$ cat src/rtl/s386_bist_ctrl_if.sv
// s386_bist_ctrl_if: control/status handshake between test-access logic and the BIST sequencer.
// S386_BIST_SIGOUT_EN adds the sig signature bus.
interface s386_bist_ctrl_if;
    logic start, abort, busy, done, pass;
`ifdef S386_BIST_SIGOUT_EN
    logic [15:0] sig;
    modport master(output start, abort, input busy, done, pass, sig);
    modport slave(input start, abort, output busy, done, pass, sig);
`else
    modport master(output start, abort, input busy, done, pass);
    modport slave(input start, abort, output busy, done, pass);
`endif
endinterface

$ cat src/rtl/s386_bist_ctrl.sv
// s386_bist_ctrl: LFSR-stimulus / MISR-compaction BIST sequencer for the s386 core.
// S386_BIST_SIGOUT_EN exposes the captured MISR signature on ctl.sig.
module s386_bist_ctrl #(
    parameter int unsigned NPAT      = 16,
    parameter int unsigned FLUSH_CYC = 8,
    parameter logic [6:0]  FLUSH_VEC = 7'h00,
    parameter logic [6:0]  SEED      = 7'h01,
    parameter logic [15:0] GOLDEN    = 16'h0000
) (
    input  logic            CK,
    input  logic            RN,
    s386_bist_ctrl_if.slave ctl,
    output logic [6:0]      cut_in,
    input  logic [6:0]      cut_out
);
    localparam logic [6:0]  SEED_NZ    = (SEED == 7'h00) ? 7'h01 : SEED;
    localparam logic [15:0] FLUSH_LAST = 16'(FLUSH_CYC - 1);
    localparam logic [15:0] RUN_LAST   = 16'(NPAT - 1);

    typedef enum logic [2:0] {IDLE, FLUSH, RUN, CMP, DONE} state_t;

    state_t      state;
    logic [6:0]  lfsr;
    logic [15:0] misr, cnt;
    logic [6:0]  lfsr_nxt;
    logic [15:0] misr_nxt;

    assign lfsr_nxt = {lfsr[5:0], lfsr[6] ^ lfsr[5]};
    assign misr_nxt = {misr[14:0], 1'b0} ^ (misr[15] ? 16'h1021 : 16'h0000) ^ {9'b0, cut_out};

    // lfsr always holds the pattern that will be applied next; cut_in holds the current one
    always_ff @(posedge CK or negedge RN) begin
        if (!RN) begin
            state    <= IDLE;
            cut_in   <= FLUSH_VEC;
            lfsr     <= SEED_NZ;
            misr     <= 16'h0000;
            cnt      <= 16'h0000;
            ctl.busy <= 1'b0;
            ctl.done <= 1'b0;
            ctl.pass <= 1'b0;
`ifdef S386_BIST_SIGOUT_EN
            ctl.sig  <= 16'h0000;
`endif
        end else if (ctl.abort && state != IDLE) begin
            state    <= IDLE;
            cut_in   <= FLUSH_VEC;
            cnt      <= 16'h0000;
            ctl.busy <= 1'b0;
            ctl.done <= 1'b0;
            ctl.pass <= 1'b0;
        end else begin
            ctl.done <= 1'b0;
            cnt      <= cnt + 16'd1;
            case (state)
                IDLE: begin
                    cnt <= 16'h0000;
                    if (ctl.start && !ctl.abort) begin
                        state    <= FLUSH;
                        misr     <= 16'h0000;
                        lfsr     <= SEED_NZ;
                        ctl.pass <= 1'b0;
                        ctl.busy <= 1'b1;
`ifdef S386_BIST_SIGOUT_EN
                        ctl.sig  <= 16'h0000;
`endif
                    end
                end
                FLUSH: if (cnt == FLUSH_LAST) begin
                    state  <= RUN;
                    cnt    <= 16'h0000;
                    cut_in <= lfsr;
                    lfsr   <= lfsr_nxt;
                end
                RUN: begin
                    misr <= misr_nxt;
                    if (cnt == RUN_LAST) begin
                        state  <= CMP;
                        cnt    <= 16'h0000;
                        cut_in <= FLUSH_VEC;
                    end else begin
                        cut_in <= lfsr;
                        lfsr   <= lfsr_nxt;
                    end
                end
                CMP: begin
                    state    <= DONE;
                    cnt      <= 16'h0000;
                    ctl.pass <= (misr == GOLDEN);
                    ctl.busy <= 1'b0;
                    ctl.done <= 1'b1;
`ifdef S386_BIST_SIGOUT_EN
                    ctl.sig  <= misr;
`endif
                end
                default: begin
                    state <= IDLE;
                    cnt   <= 16'h0000;
                end
            endcase
        end
    end
endmodule

$ cat src/flat_wrapper.sv
// flat-port wrapper written by rule: the top's interface ports become plain ports
module s386_bist_ctrl_flat 
#(
    parameter int unsigned NPAT      = 16,
    parameter int unsigned FLUSH_CYC = 8,
    parameter logic [6:0]  FLUSH_VEC = 7'h00,
    parameter logic [6:0]  SEED      = 7'h01,
    parameter logic [15:0] GOLDEN    = 16'h0000
)
  (CK, RN, cut_in, cut_out, ctl_start, ctl_abort, ctl_busy, ctl_done, ctl_pass);
  s386_bist_ctrl_if ctl_i ();
  input  logic CK;
  input  logic RN;
  output logic [6:0] cut_in;
  input  logic [6:0] cut_out;
  input wire logic [$bits(ctl_i.start)-1:0] ctl_start;
  input wire logic [$bits(ctl_i.abort)-1:0] ctl_abort;
  output wire logic [$bits(ctl_i.busy)-1:0] ctl_busy;
  output wire logic [$bits(ctl_i.done)-1:0] ctl_done;
  output wire logic [$bits(ctl_i.pass)-1:0] ctl_pass;
  assign ctl_i.start = ctl_start;
  assign ctl_i.abort = ctl_abort;
  assign ctl_busy = ctl_i.busy;
  assign ctl_done = ctl_i.done;
  assign ctl_pass = ctl_i.pass;
  s386_bist_ctrl #(.NPAT(NPAT), .FLUSH_CYC(FLUSH_CYC), .FLUSH_VEC(FLUSH_VEC), .SEED(SEED), .GOLDEN(GOLDEN)) u_core (.CK(CK), .RN(RN), .ctl(ctl_i), .cut_in(cut_in), .cut_out(cut_out));
endmodule
$ cat config.mk
export PLATFORM = sky130hd
export DESIGN_NAME = s386_bist_ctrl_flat
export DESIGN_NICKNAME = d
export VERILOG_FILES = /design/src/rtl/s386_bist_ctrl_if.sv /design/src/rtl/s386_bist_ctrl.sv /design/src/flat_wrapper.sv
export SDC_FILE = /design/constraint.sdc
export NUM_CORES = 1
export LEC_CHECK = 0
export CAP_MARGIN = 10
export CORE_MARGIN = 3
export CORE_UTILIZATION = 55
export CTS_CLUSTER_SIZE = 25
export DETAILED_ROUTE_END_ITERATION = 12
export DONT_BUFFER_PORTS = 1
export HOLD_SLACK_MARGIN = 0.05
export PLACE_DENSITY_LB_ADDON = 0.08
export SKIP_LAST_GASP = 1
export SLEW_MARGIN = 20
export SYNTH_ARGS = -nofsm -noshare
export SYNTH_HDL_FRONTEND = slang
export SYNTH_SLANG_ARGS = --single-unit
$ cat constraint.sdc
create_clock -name CK -period 1.85 [get_ports CK]
set_input_delay 0.2775 -clock CK [delete_from_list [all_inputs] [get_ports CK]]
set_output_delay 0.2775 -clock CK [all_outputs]
set_load 0.02 [all_outputs]
==> results.py <==
metrics = {
    "cells_and_area": {
        "nNetsFinal": 256,
        "n_antenna_cell": 0,
        "area_growth_syn_to_layout_pct": 16.4,
        "layout-drive-gt1-share": 0.204,
        "fillers": 299,
        "utilization": 0.680,
    },
    "timing": {
        "drv_slew": 0,
        "final-hold-violation-count": 0,
        "finalClockSkew_ns": 0.00602,
        "slew_headroom": 0.777,
        "fmax_ghz": 0.556,
        "finalCriticalPeriod_ns": 1.80,
        "setup_violations": 0,
        "rsz0062_at_grt": "true",
        "worst_slew_pin_slew_ns": 0.331,
        "min_period_over_period": 0.973,
        "setup_slack_ns": 0.0506,
    },
    "detailed_routing": {
        "via_count": 1668,
        "post_drt_wl_per_cell_um": 15.0,
        "drt-initial-drc-count": 81,
        "vias_per_cell": 5.65,
        "drt_pre_antenna_iters": 4,
        "ant_nets": 0,
        "drcViolationCount": 0,
        "finalWirelength_um": 4420,
    },
    "power": {
        "finalPower_mw": 1.95,
        "p_int_mw": 1.52,
        "pwr-share-comb": 0.072,
        "seq_power_share": 0.598,
        "p_leak_nw": 1.24,
        "switching_share": 0.222,
        "power.density_nw_per_um2": 702,
        "switching_power_uw": 433,
        "ir_drop_uv": 409,
        "p_clk_frac": 0.330,
    },
    "floorplanning": {
        "die_h_um": 71.9,
        "core_area_sq_um": 4090,
        "rows": 23,
        "start_util": 0.584,
        "die_w_um": 71.9,
        "die_area_sq_um": 5160,
        "ioPinCount": 21,
    },
    "synth": {
        "synth-seq-area-share": 0.546,
        "synth_cells": 218,
        "yosys_warnings": 0,
        "synth_seq_cells": 52,
        "avgSynthCellArea_sq_um": 10.9,
        "synth.top_cell.area_share": 0.535,
        "synth_fp_nets": 230,
        "synth.area.top_cells": "dfrtp_1 53%, a22o_1 8.1%, xnor2_1 6.2%",
        "yosysTopAreaCell": "dfrtp_1",
        "synth_area_sq_um": 2390,
        "ys_types": 43,
    },
    "critical_path": {
        "arrival_ns": 1.99,
        "criticalPathCategory": "reg -> reg",
        "cp-end-kind": "register",
        "critPathRequiredTime_ns": 2.04,
        "crit_path_max_fanout": 7,
        "start_kind": "register",
    },
    "run": {
        "max-cap-violations": 0,
    },
    "worst_hold_path": {
        "min_path_type": "in -> reg",
    },
    "clock_network": {
        "cts_tree": "built",
        "clock_sinks": 52,
        "cts_buffers": 5,
        "cts_buffer_depth": 2,
        "cts-root-buf": "clkbuf_8",
        "clkSlewWorstSetupHoldPaths_ns": 0.09,
        "insertion_delay_ns": 0.30,
        "htree_levels": 2,
    },
    "global_route": {
        "grt_first_pass_wirelength_um": 7390,
        "overflow": 0,
        "antenna_found_initial": 0,
        "first_global_vias": 1621,
        "grt_max_degree": 53,
        "track_usage": 0.186,
    },
    "status": {
        "status": "completed",
    },
    "placed_design": {
        "dp_hpwl_um": 3250,
        "pre_cts_ws_ns": -0.236,
        "io_buffers": 0,
        "place_congestion": 0.793,
    },
}
-- through the flow --
| stage | TNS (ns) | std cells | hold slack [ns] | cell area (sq um) |
|---|---|---|---|---|
| after detailed placement | -2.84 | 284 | -0.0170 | 2610 |
| after global routing | -1.15 | 295 | 0.150 | 2780 |
| after CTS | 0 | 295 | 0.157 | 2760 |
| after floorplan | 0 | 218 | -0.0181 | 2390 |
| final | 0 | 295 | 0.168 | 2780 |
| after global placement | -2.13 | 284 | -0.0169 | 2610 |
-- cell families after synthesis --
kind of cell,synth area share
flip-flops,0.546
buffers and inverters,0.0299
multiplexers,0.00472
AND/OR/NAND/NOR,0.189
XOR/XNOR,0.0881
AO/OA/AOI/OAI,0.137
adder cells (fa/ha/maj),0.00524
-- area by class of cell --
cell class / instances / area, sq um / area share
flip-flops and latches: 52 / 1300 / 0.469
clock buffers: 7 / 86.3 / 0.0311
well taps: 50 / 62.6 / 0.0225
multi-input cells: 151 / 1040 / 0.374
repair buffers: 30 / 264 / 0.0950
clock inverters: 1 / 7.51 / 0.00270
inverters: 4 / 15.0 / 0.00541
-- worst paths after layout --
path / start / endpoint / slack [ns] / depth (start not counted)
max reg2reg: u_core.cnt[11]$_DFF_PN0_ / u_core.cut_in[2]$_DFFE_PN0P_ / 0.05 / 6
max: u_core.cnt[11]$_DFF_PN0_ / u_core.cut_in[2]$_DFFE_PN0P_ / 0.05 / 6
max in group asynchronous: RN / u_core.lfsr[0]$_DFFE_PN1P_ / 1.09 / 2
min reg2reg: u_core.misr[6]$_DFFE_PN0P_ / u_core.misr[6]$_DFFE_PN0P_ / 0.53 / 2
min: cut_out[6] / u_core.misr[6]$_DFFE_PN0P_ / 0.17 / 2
min in group asynchronous: RN / u_core.ctl.pass$_DFFE_PN0P_ / 0.48 / 2
-- critical path, stage by stage (launching register included) --
cell     delay (ns)
dfrtp_1        0.42
nor4_4         0.31
and4_4         0.26
buf_6          0.10
nor3_2         0.03
or3_4          0.37
a22o_1         0.20
-- power groups by stage --
stage | logic (mW) | registers, mW | clock network, mW
after floorplan | 0.0782 | 1.19 | 0
after global placement | 0.104 | 1.19 | 0
after detailed placement | 0.106 | 1.19 | 0
after CTS | 0.138 | 1.17 | 0.666
after global routing | 0.155 | 1.17 | 0.716
final | 0.140 | 1.17 | 0.643
-- layout by cell type, fill, tap and decap left out, drive strengths merged, types with 2 or more instances in the layout --
cell	Yosys	layout
o22ai	2	2
a22o	22	22
and4	2	2
a21oi	5	5
o21ai	4	4
buf	6	29
xor2	7	7
nor3	5	5
o31ai	7	7
nor2	29	29
nand2b	2	2
nand3	8	8
nor4	7	7
dfrtp	51	51
clkbuf	5	7
xnor2	17	17
nand2	15	15
inv	4	4
or3	2	2
nor2b	3	3
nand4	3	3
-- sequential cells by signal, summed over array words and instances (netlist names) --
name,flops
u_core.cut_in,7
u_core.misr,16
u_core.cnt,16
u_core.lfsr,7
u_core.ctl.pass,1
u_core.ctl.busy,1
u_core.state,3
u_core.ctl.done,1
-- routing by layer --
layer	GRT usage	wire length, um	share of wire
met4	0.0939	74	0.017
met3	0.0365	164	0.037
met5	0	0	0
met1	0.252	2150	0.49
met2	0.284	2030	0.46
-- timing repair --
item,in CTS,in global routing
hold buffers,2,0
gates resized for setup,2,4
pin swaps,3,2
buffers inserted,1,0
hold endpoints to repair,52,0
gates cloned,0,0
endpoints found under the setup margin,14,29
-- synthesized netlist by cell type --
library cell / count
mux2_2: 1
buf_2: 3
nor4_1: 4
o31ai_1: 7
nand3_1: 7
a21o_1: 1
or2_2: 1
xor2_1: 7
nor2_1: 29
or3_1: 1
nand2_1: 15
nor3b_1: 1
and3b_1: 1
or3_4: 1
nor2b_1: 3
clkbuf_1: 5
inv_1: 4
a22o_1: 22
buf_1: 1
nor3_2: 2
and3_1: 1
o221ai_1: 1
xnor2_1: 17
nand2b_1: 2
ha_1: 1
nor4_2: 2
and4_4: 1
nor4b_1: 1
buf_6: 1
o21ai_0: 3
buf_4: 1
or3b_2: 1
nand4_1: 3
o21ai_1: 1
dfrtp_1: 51
nand3_2: 1
dfstp_2: 1
nor4_4: 1
and4_1: 1
nor3_1: 3
a21oi_1: 5
o31a_1: 1
o22ai_1: 2
Note: power is estimated with default switching activity, not from simulation.
